--- src/rtl/jesd204_cfg_axil_slave_if.sv ---
// AXI4-Lite bundle between the interconnect (master) and the JESD204 RX
// configuration register file (slave).
interface jesd204_cfg_axil_slave_if;
  logic [11:0] awaddr;
  logic        awvalid;
  logic        awready;
  logic [31:0] wdata;
  logic [3:0]  wstrb;
  logic        wvalid;
  logic        wready;
  logic [1:0]  bresp;
  logic        bvalid;
  logic        bready;
  logic [11:0] araddr;
  logic        arvalid;
  logic        arready;
  logic [31:0] rdata;
  logic [1:0]  rresp;
  logic        rvalid;
  logic        rready;

  modport master (
    output awaddr, awvalid, wdata, wstrb, wvalid, bready, araddr, arvalid, rready,
    input  awready, wready, bresp, bvalid, arready, rdata, rresp, rvalid
  );

  modport slave (
    input  awaddr, awvalid, wdata, wstrb, wvalid, bready, araddr, arvalid, rready,
    output awready, wready, bresp, bvalid, arready, rdata, rresp, rvalid
  );
endinterface

--- src/rtl/jesd204_cfg_axil_slave.sv ---
// AXI4-Lite register file for the JESD204 RX core: static link configuration,
// a software RX-reset pulse generator and sticky per-lane error flags.
module jesd204_cfg_axil_slave #(
  parameter int unsigned F_val         = 4,
  parameter int unsigned K_val         = 16,
  parameter bit          scrambler_en  = 1'b0,
  parameter logic [7:0]  active_lanes  = 8'b00000001,
  parameter int unsigned jesd_subclass = 1,
  parameter int unsigned PULSE_LEN     = 4800,
  parameter logic [31:0] VERSION       = 32'h0001_0000
) (
  input  logic                           s_axi_aclk,
  input  logic                           s_axi_aresetn,
  jesd204_cfg_axil_slave_if.slave        s_axi,
  output logic [7:0]                     cfg_f_m1,
  output logic [4:0]                     cfg_k_m1,
  output logic                           cfg_scr_en,
  output logic [1:0]                     cfg_subclass,
  output logic [7:0]                     cfg_lanes,
  input  logic [7:0]                     lane_err,
  output logic                           reset_rx_jesd
);

  localparam int CNT_W = $clog2(PULSE_LEN + 1);

  localparam logic [7:0]       F_RST    = 8'(F_val - 1);
  localparam logic [4:0]       K_RST    = 5'(K_val - 1);
  localparam logic [1:0]       SUB_RST  = 2'(jesd_subclass);
  localparam logic [CNT_W-1:0] CNT_LOAD = CNT_W'(PULSE_LEN);

  localparam logic [9:0] A_VERSION  = 10'd0;
  localparam logic [9:0] A_RST_CTRL = 10'd1;
  localparam logic [9:0] A_FRAME    = 10'd2;
  localparam logic [9:0] A_MODE     = 10'd3;
  localparam logic [9:0] A_LANES    = 10'd4;
  localparam logic [9:0] A_ERR      = 10'd5;

  localparam logic [1:0] RESP_OKAY   = 2'b00;
  localparam logic [1:0] RESP_SLVERR = 2'b10;

  typedef enum logic {W_IDLE, W_RESP} w_state_t;
  typedef enum logic {R_IDLE, R_DATA} r_state_t;

  w_state_t          w_state, w_state_nxt;
  r_state_t          r_state, r_state_nxt;
  logic              w_fire, r_fire;
  logic              bvalid_c, rvalid_c;
  logic [1:0]        bresp_q, rresp_q;
  logic [31:0]       rdata_q, rd_data;
  logic [9:0]        wr_idx, rd_idx;
  logic              wr_hit, rd_hit;
  logic [7:0]        err_flags, err_clr;
  logic              pulse_start;
  logic [CNT_W-1:0]  pulse_cnt;
  logic              unused_bits;

  assign wr_idx = s_axi.awaddr[11:2];
  assign rd_idx = s_axi.araddr[11:2];
  assign wr_hit = (wr_idx <= A_ERR);
  assign rd_hit = (rd_idx <= A_ERR);

  assign unused_bits = ^{s_axi.awaddr[1:0], s_axi.araddr[1:0],
                         s_axi.wdata[31:13], s_axi.wstrb[3:2]};

  always_ff @(posedge s_axi_aclk or negedge s_axi_aresetn) begin
    if (!s_axi_aresetn) begin
      w_state <= W_IDLE;
      r_state <= R_IDLE;
    end else begin
      w_state <= w_state_nxt;
      r_state <= r_state_nxt;
    end
  end

  // AW and W are only taken together, and never while a response is pending.
  always_comb begin
    w_state_nxt = w_state;
    w_fire      = 1'b0;
    bvalid_c    = 1'b0;
    case (w_state)
      W_IDLE: begin
        if (s_axi.awvalid && s_axi.wvalid) begin
          w_fire      = 1'b1;
          w_state_nxt = W_RESP;
        end
      end
      W_RESP: begin
        bvalid_c = 1'b1;
        if (s_axi.bready) w_state_nxt = W_IDLE;
      end
      default: w_state_nxt = W_IDLE;
    endcase
  end

  always_comb begin
    r_state_nxt = r_state;
    r_fire      = 1'b0;
    rvalid_c    = 1'b0;
    case (r_state)
      R_IDLE: begin
        if (s_axi.arvalid) begin
          r_fire      = 1'b1;
          r_state_nxt = R_DATA;
        end
      end
      R_DATA: begin
        rvalid_c = 1'b1;
        if (s_axi.rready) r_state_nxt = R_IDLE;
      end
      default: r_state_nxt = R_IDLE;
    endcase
  end

  assign s_axi.awready = w_fire;
  assign s_axi.wready  = w_fire;
  assign s_axi.bvalid  = bvalid_c;
  assign s_axi.bresp   = bresp_q;
  assign s_axi.arready = r_fire;
  assign s_axi.rvalid  = rvalid_c;
  assign s_axi.rdata   = rdata_q;
  assign s_axi.rresp   = rresp_q;

  assign err_clr     = (w_fire && wr_idx == A_ERR && s_axi.wstrb[0]) ? s_axi.wdata[7:0] : 8'h00;
  assign pulse_start = w_fire && wr_idx == A_RST_CTRL && s_axi.wstrb[0] && s_axi.wdata[0];

  always_ff @(posedge s_axi_aclk or negedge s_axi_aresetn) begin
    if (!s_axi_aresetn) begin
      bresp_q      <= RESP_OKAY;
      cfg_f_m1     <= F_RST;
      cfg_k_m1     <= K_RST;
      cfg_scr_en   <= scrambler_en;
      cfg_subclass <= SUB_RST;
      cfg_lanes    <= active_lanes;
    end else if (w_fire) begin
      bresp_q <= wr_hit ? RESP_OKAY : RESP_SLVERR;
      case (wr_idx)
        A_FRAME: begin
          if (s_axi.wstrb[0]) cfg_f_m1 <= s_axi.wdata[7:0];
          if (s_axi.wstrb[1]) cfg_k_m1 <= s_axi.wdata[12:8];
        end
        A_MODE: begin
          if (s_axi.wstrb[0]) cfg_scr_en   <= s_axi.wdata[0];
          if (s_axi.wstrb[1]) cfg_subclass <= s_axi.wdata[9:8];
        end
        A_LANES: begin
          if (s_axi.wstrb[0]) cfg_lanes <= s_axi.wdata[7:0];
        end
        default: ;
      endcase
    end
  end

  // New lane errors are ORed in after the clear so a coincident set wins.
  always_ff @(posedge s_axi_aclk or negedge s_axi_aresetn) begin
    if (!s_axi_aresetn) begin
      err_flags <= 8'h00;
    end else begin
      err_flags <= (err_flags & ~err_clr) | lane_err;
    end
  end

  always_ff @(posedge s_axi_aclk or negedge s_axi_aresetn) begin
    if (!s_axi_aresetn) begin
      pulse_cnt <= '0;
    end else if (pulse_start) begin
      pulse_cnt <= CNT_LOAD;
    end else if (pulse_cnt != '0) begin
      pulse_cnt <= pulse_cnt - CNT_W'(1);
    end
  end

  assign reset_rx_jesd = (pulse_cnt != '0);

  always_comb begin
    rd_data = 32'h0;
    case (rd_idx)
      A_VERSION:  rd_data = VERSION;
      A_RST_CTRL: rd_data[0] = reset_rx_jesd;
      A_FRAME:    rd_data[12:0] = {cfg_k_m1, cfg_f_m1};
      A_MODE: begin
        rd_data[9:8] = cfg_subclass;
        rd_data[0]   = cfg_scr_en;
      end
      A_LANES:    rd_data[7:0] = cfg_lanes;
      A_ERR:      rd_data[7:0] = err_flags;
      default:    rd_data = 32'h0;
    endcase
  end

  always_ff @(posedge s_axi_aclk or negedge s_axi_aresetn) begin
    if (!s_axi_aresetn) begin
      rdata_q <= 32'h0;
      rresp_q <= RESP_OKAY;
    end else if (r_fire) begin
      rdata_q <= rd_data;
      rresp_q <= rd_hit ? RESP_OKAY : RESP_SLVERR;
    end
  end

endmodule

--- src/flat_wrapper.sv ---
// flat-port wrapper written by rule: the top's interface ports become plain ports
module jesd204_cfg_axil_slave_flat 
#(
  parameter int unsigned F_val         = 4,
  parameter int unsigned K_val         = 16,
  parameter bit          scrambler_en  = 1'b0,
  parameter logic [7:0]  active_lanes  = 8'b00000001,
  parameter int unsigned jesd_subclass = 1,
  parameter int unsigned PULSE_LEN     = 4800,
  parameter logic [31:0] VERSION       = 32'h0001_0000
)
  (s_axi_aclk, s_axi_aresetn, cfg_f_m1, cfg_k_m1, cfg_scr_en, cfg_subclass, cfg_lanes, lane_err, reset_rx_jesd, s_axi_awaddr, s_axi_awvalid, s_axi_wdata, s_axi_wstrb, s_axi_wvalid, s_axi_bready, s_axi_araddr, s_axi_arvalid, s_axi_rready, s_axi_awready, s_axi_wready, s_axi_bresp, s_axi_bvalid, s_axi_arready, s_axi_rdata, s_axi_rresp, s_axi_rvalid);
  jesd204_cfg_axil_slave_if s_axi_i ();
  input  logic s_axi_aclk;
  input  logic s_axi_aresetn;
  output logic [7:0] cfg_f_m1;
  output logic [4:0] cfg_k_m1;
  output logic cfg_scr_en;
  output logic [1:0] cfg_subclass;
  output logic [7:0] cfg_lanes;
  input  logic [7:0] lane_err;
  output logic reset_rx_jesd;
  input wire logic [$bits(s_axi_i.awaddr)-1:0] s_axi_awaddr;
  input wire logic [$bits(s_axi_i.awvalid)-1:0] s_axi_awvalid;
  input wire logic [$bits(s_axi_i.wdata)-1:0] s_axi_wdata;
  input wire logic [$bits(s_axi_i.wstrb)-1:0] s_axi_wstrb;
  input wire logic [$bits(s_axi_i.wvalid)-1:0] s_axi_wvalid;
  input wire logic [$bits(s_axi_i.bready)-1:0] s_axi_bready;
  input wire logic [$bits(s_axi_i.araddr)-1:0] s_axi_araddr;
  input wire logic [$bits(s_axi_i.arvalid)-1:0] s_axi_arvalid;
  input wire logic [$bits(s_axi_i.rready)-1:0] s_axi_rready;
  output wire logic [$bits(s_axi_i.awready)-1:0] s_axi_awready;
  output wire logic [$bits(s_axi_i.wready)-1:0] s_axi_wready;
  output wire logic [$bits(s_axi_i.bresp)-1:0] s_axi_bresp;
  output wire logic [$bits(s_axi_i.bvalid)-1:0] s_axi_bvalid;
  output wire logic [$bits(s_axi_i.arready)-1:0] s_axi_arready;
  output wire logic [$bits(s_axi_i.rdata)-1:0] s_axi_rdata;
  output wire logic [$bits(s_axi_i.rresp)-1:0] s_axi_rresp;
  output wire logic [$bits(s_axi_i.rvalid)-1:0] s_axi_rvalid;
  assign s_axi_i.awaddr = s_axi_awaddr;
  assign s_axi_i.awvalid = s_axi_awvalid;
  assign s_axi_i.wdata = s_axi_wdata;
  assign s_axi_i.wstrb = s_axi_wstrb;
  assign s_axi_i.wvalid = s_axi_wvalid;
  assign s_axi_i.bready = s_axi_bready;
  assign s_axi_i.araddr = s_axi_araddr;
  assign s_axi_i.arvalid = s_axi_arvalid;
  assign s_axi_i.rready = s_axi_rready;
  assign s_axi_awready = s_axi_i.awready;
  assign s_axi_wready = s_axi_i.wready;
  assign s_axi_bresp = s_axi_i.bresp;
  assign s_axi_bvalid = s_axi_i.bvalid;
  assign s_axi_arready = s_axi_i.arready;
  assign s_axi_rdata = s_axi_i.rdata;
  assign s_axi_rresp = s_axi_i.rresp;
  assign s_axi_rvalid = s_axi_i.rvalid;
  jesd204_cfg_axil_slave #(.F_val(F_val), .K_val(K_val), .scrambler_en(scrambler_en), .active_lanes(active_lanes), .jesd_subclass(jesd_subclass), .PULSE_LEN(PULSE_LEN), .VERSION(VERSION)) u_core (.s_axi_aclk(s_axi_aclk), .s_axi_aresetn(s_axi_aresetn), .s_axi(s_axi_i), .cfg_f_m1(cfg_f_m1), .cfg_k_m1(cfg_k_m1), .cfg_scr_en(cfg_scr_en), .cfg_subclass(cfg_subclass), .cfg_lanes(cfg_lanes), .lane_err(lane_err), .reset_rx_jesd(reset_rx_jesd));
endmodule
--- config.mk ---
export PLATFORM = sky130hd
export DESIGN_NAME = jesd204_cfg_axil_slave_flat
export DESIGN_NICKNAME = d
export VERILOG_FILES = /design/src/rtl/jesd204_cfg_axil_slave_if.sv /design/src/rtl/jesd204_cfg_axil_slave.sv /design/src/flat_wrapper.sv
export SDC_FILE = /design/constraint.sdc
export NUM_CORES = 1
export LEC_CHECK = 0
export ABC_AREA = 0
export BUFFER_PORTS_ARGS = -buffer_cell sky130_fd_sc_hd__buf_4
export CAP_MARGIN = 20
export CORE_UTILIZATION = 51
export DETAILED_ROUTE_END_ITERATION = 10
export PLACE_DENSITY_LB_ADDON = 0.25
export RECOVER_POWER = 25
export SLEW_MARGIN = 20
export SYNTH_ARGS = -nofsm -noshare
export SYNTH_HDL_FRONTEND = slang
export SYNTH_SLANG_ARGS = --single-unit
--- constraint.sdc ---
create_clock -name s_axi_aclk -period 6.26 [get_ports s_axi_aclk]
set_clock_uncertainty 0.05 [all_clocks]
set_input_delay 0.626 -clock s_axi_aclk [delete_from_list [all_inputs] [get_ports s_axi_aclk]]
set_output_delay 0.626 -clock s_axi_aclk [all_outputs]
set_load 0.01 [all_outputs]
# == Yosys cells after proc, flatten, opt, wreduce, memory -nomap -nowiden ==
# Cells that the tools add are included.
# word_totals
regBits,83
in_bits,75
out_inout_bits,66
wordCells,64
# op_classes
n_addsub,1
magnitude_cmp,2
n_eq_ne,10
muxes,20
bitwise,5
reduce_logical,14
# ops
cell,n
equality test 10 x 2 -> 1 bit (second input constant),4
equality test 10 x 3 -> 1 bit (second input constant),4
2-to-1 mux 13 bit,2
one-hot mux 7 bit (3 select lines),1
equality test 10 x 1 -> 1 bit (second input constant),2
<= comparator 10 x 3 -> 1 bit (second input constant),2
AND reduction 3 bit,5
nonzero test 13 bit,1
subtractor 13 x 1 -> 13 bit (second input constant),1
logical NOT 10 bit,1
bitwise AND 8 bit,1
2-to-1 mux 1 bit,8
2-to-1 mux 8 bit,1
inverter 8 bit,1
bitwise OR 8 bit,1
logical AND 1 bit,6
one-hot mux 1 bit (5 select lines),1
2-to-1 mux 2 bit,2
2-to-1 mux 4 bit,1
one-hot mux 1 bit (2 select lines),2
one-hot mux 2 bit (2 select lines),1
2-to-1 mux 3 bit,1
inverter 1 bit,2
nonzero test 2 bit,1

# == Logic depth before layout (Yosys ltp) ==
# depth
word_depth,9
mapped_depth,7
mapped_depth_nobuf,6

# == Worst setup path before layout ==
# OpenSTA, ideal clock, no wires.
# synth_path
kind,flip-flop to output port
from,reg u_core.pulse_cnt[0]
to,out reset_rx_jesd
arrival_ns,1.685
required_time_ns,5.584
slack_ns,3.899
path_stages_with_launch,7
n_path_buf,1
path_cell_list,dfrtp_1 inv_1 ha_1 or4b_4 nor4_4 buf_6 inv_1
# synth_between
elab_chain_cells,1
# synth_lines
item,line,rtl
from (decl),jesd204_cfg_axil_slave.sv:54,logic [CNT_W-1:0] pulse_cnt;
from (signal assigned),jesd204_cfg_axil_slave.sv:168,pulse_cnt <= pulse_cnt - CNT_W'(1);
nonzero test 13 bit,jesd204_cfg_axil_slave.sv:172,assign reset_rx_jesd = (pulse_cnt != '0);
to (decl),flat_wrapper.sv:22,output logic reset_rx_jesd;
# No other way between the ends.

==> impl_metrics.tcl <==
set metrics [dict create \
    clockRootBuffer "clkbuf_8" \
    clock.fmax_mhz 308 \
    slew_headroom_pct -117 \
    h-tree-depth 3 \
    clockBufferDepth 2 \
    finalMaxSlewViolations 64 \
    final_cell_mix "buf_4, dfrtp_1, mux2_2" \
    insertion_delay_ns 0.34 \
    leakage_nw 1.96 \
    avgSynthCellArea_um2 11.0 \
    routedWlPerCell_um 16.4 \
    synth_cell_types 54 \
    ys_seq_area_share_pct 49.6 \
    die_w_um 81.2 \
    status "complete, but fails checks" \
    ant_nets 0 \
    rsz0062_at_grt "false" \
    cts-hold-fix-buffers 0 \
    tightest_slew_ns 3.26 \
    clk_pin_slew_ns 0.07 \
    syn2layout_area_growth_pct 28.7 \
    cts_tree "built" \
    grt_pass1_vias 2551 \
    finalCriticalPeriod_ns 3.25 \
    cp_top_family "buffers and inverters" \
    wl_mm 7.68 \
    seqCellArea_mm2 0.00159 \
    ys.flop_type "dfrtp_1" \
    diodes 0 \
    clock_sinks 63 \
    hold_viol_final 0 \
    cp_max_fo 63 \
    power.density_mw_per_mm2 244 \
    min_period_over_period_pct 51.9 \
    row_count 28 \
    place.detailed.hpwl_mm 5.50 \
    drtIter0Drc 180 \
    die_h_um 81.2 \
    numCtsBuffers 9 \
    synth_fa_ha_area_share_pct 0.391 \
    worst_setup_path_start_kind "input port" \
    netlist_instances 291 \
    grt_first_pass_wirelength_mm 12.3 \
    ctsResizeCount 0 \
    slowest_stage "clkbuf_1" \
    io_pins 141 \
    maxCapViolCount 1 \
    cp_cell_sequence "clkbuf_1" \
    yosys.area_share.simple_pct 18.5 \
    die_area_mm2 0.00660 \
    cp-end-kind "asynchronous set/reset pin" \
    violations "capacitance limit, slew limit" \
    hold_class "in2reg" \
    synth.area.mux_share_pct 9.70 \
    synthXorXnorAreaFrac_pct 0.821 \
    fin_setup_tns_ns 0 \
    yosysWarnings 0 \
    critPathMaxStageDelay_ns 2.26 \
    place_congestion 0.804 \
    cts_setup_buffers 0 \
    synth_edf_count 0 \
    dr.pass1.iters 4 \
    ys_ff_latch 63 \
    num-fill-cells 466 \
    cp.arrival_ns 2.92 \
    synth_compound_area_share_pct 12.1 \
    final-setup-viol-count 0 \
    grt_max_degree 64 \
    place_area_mm2 0.00386 \
    overflow 0 \
    utilization_pct 68.7 \
    final_cell_area_mm2 0.00412 \
    multi_input_area_mm2 0.00141 \
    core-area_mm2 0.00599 \
    async_flop_share_pct 100 \
    synth_top_family_by_area "simple AND/OR/NAND/NOR gates" \
    synth_area_mm2 0.00320 \
    nNetsFinal 463 \
    vias_per_cell 5.62 \
    ir_drop_mv 0.142 \
    layout_commonest_cell "buf_4" \
    grt_usage_pct 25.4 \
    initial_core_util_pct 53.4 \
    antenna_found_initial 0 \
    crit_type "in2async" \
    drive_gt1_share_pct 41.6 \
    drc 0 \
    port_buffers 95 \
    via_count 2623 \
    crit_required_ns 5.93 \
    path_buf_inv 1 \
]
==> logic make-up after synthesis <==
family / after synthesis
AO/OA/AOI/OAI: 58
XOR/XNOR: 3
adder cells (fa/ha/maj): 1
buffers and inverters: 46
flip-flops: 63
multiplexers: 28
other: 1
AND/OR/NAND/NOR: 91
==> synthesized netlist by cell type (2+ instances only) <==
master	count	share of area, %
a21oi_1	6	0.94
a22o_1	7	1.9
a22oi_1	14	3.3
a31oi_1	10	2.0
and2_1	2	0.39
and3b_1	2	0.55
and4_1	2	0.55
buf_4	21	4.9
clkbuf_1	4	0.47
clkbuf_8	2	0.86
dfrtp_1	55	43
dfstp_2	8	6.6
inv_1	17	2.0
mux2_2	24	8.4
mux2i_1	4	1.3
nand2_1	9	1.1
nand3_1	4	0.63
nand4_1	7	1.4
nor2_1	20	2.3
nor2b_1	6	1.2
nor3_1	8	1.3
nor4_1	6	1.2
nor4_2	2	0.78
o21ai_0	13	2.0
o41ai_1	2	0.55
or2b_2	2	0.55
or3_2	4	0.94
or4_2	2	0.55
or4b_4	2	0.86
xor2_1	2	0.55
==> report_power, final <==
group / internal, W / switching [W]
combinational: 0.0000437 / 0.0000527
clock: 0.000303 / 0.000158
sequential: 0.000426 / 0.0000231
total: 0.000772 / 0.000234
==> through the flow <==
step           std cells  worst slack (ns)  hold WS [ns]  power (W)
2_1_floorplan        310              3.90         0.280   0.000508
3_3_place_gp         451              3.50         0.430   0.000548
3_5_place_dp         451              3.50         0.432   0.000553
4_1_cts              467              3.13         0.340    0.00101
5_1_grt              467              2.26         0.420    0.00104
6_report             467              3.01         0.416    0.00101
==> worst paths after layout <==
kind,startpoint,endpoint,slack [ns],cells after the start
max,s_axi_aresetn,u_core.pulse_cnt[8]$_DFFE_PN0P_,3.01,1
min in group asynchronous,s_axi_aresetn,u_core.pulse_cnt[7]$_DFFE_PN0P_,1.33,1
min,s_axi_wdata[5],u_core.err_flags[5]$_DFF_PN0_,0.42,2
max in group s_axi_aclk,u_core.pulse_cnt[0]$_DFFE_PN0P_,reset_rx_jesd,3.13,6
max reg2reg,u_core.pulse_cnt[0]$_DFFE_PN0P_,u_core.s_axi.rdata[0]$_DFFE_PN0P_,3.89,6
min reg2reg,u_core.s_axi.rdata[3]$_DFFE_PN0P_,u_core.s_axi.rdata[3]$_DFFE_PN0P_,0.45,2
==> state kept, by name, summed over array words and instances (netlist names) <==
name	flops
u_core.cfg_scr_en	1
u_core.err_flags	8
u_core.cfg_lanes	8
u_core.cfg_k_m1	5
u_core.r_state	1
u_core.pulse_cnt	13
u_core.w_state	1
u_core.cfg_subclass	2
u_core.cfg_f_m1	8
u_core.s_axi.rresp	1
u_core.s_axi.bresp	1
u_core.s_axi.rdata	14
==> layer usage <==
metal  global-route usage, %  vias up  routed length [um]
met2                    42.3       99                3880
met3                    6.07        7                 551
met1                    31.7     1293                3160
li1                        -     1224                   -
met5                       0        -                   0
met4                    10.4        0                  85
==> cell type report <==
cell class	count	share of cell area, %
repair buffers	95	17.2
multi-input cells	201	34.1
flip-flops and latches	63	38.5
clock buffers	9	3.01
clock inverters	7	3.28
inverters	17	1.55
well taps	75	2.28
Note: power is estimated with default switching activity, not from simulation.
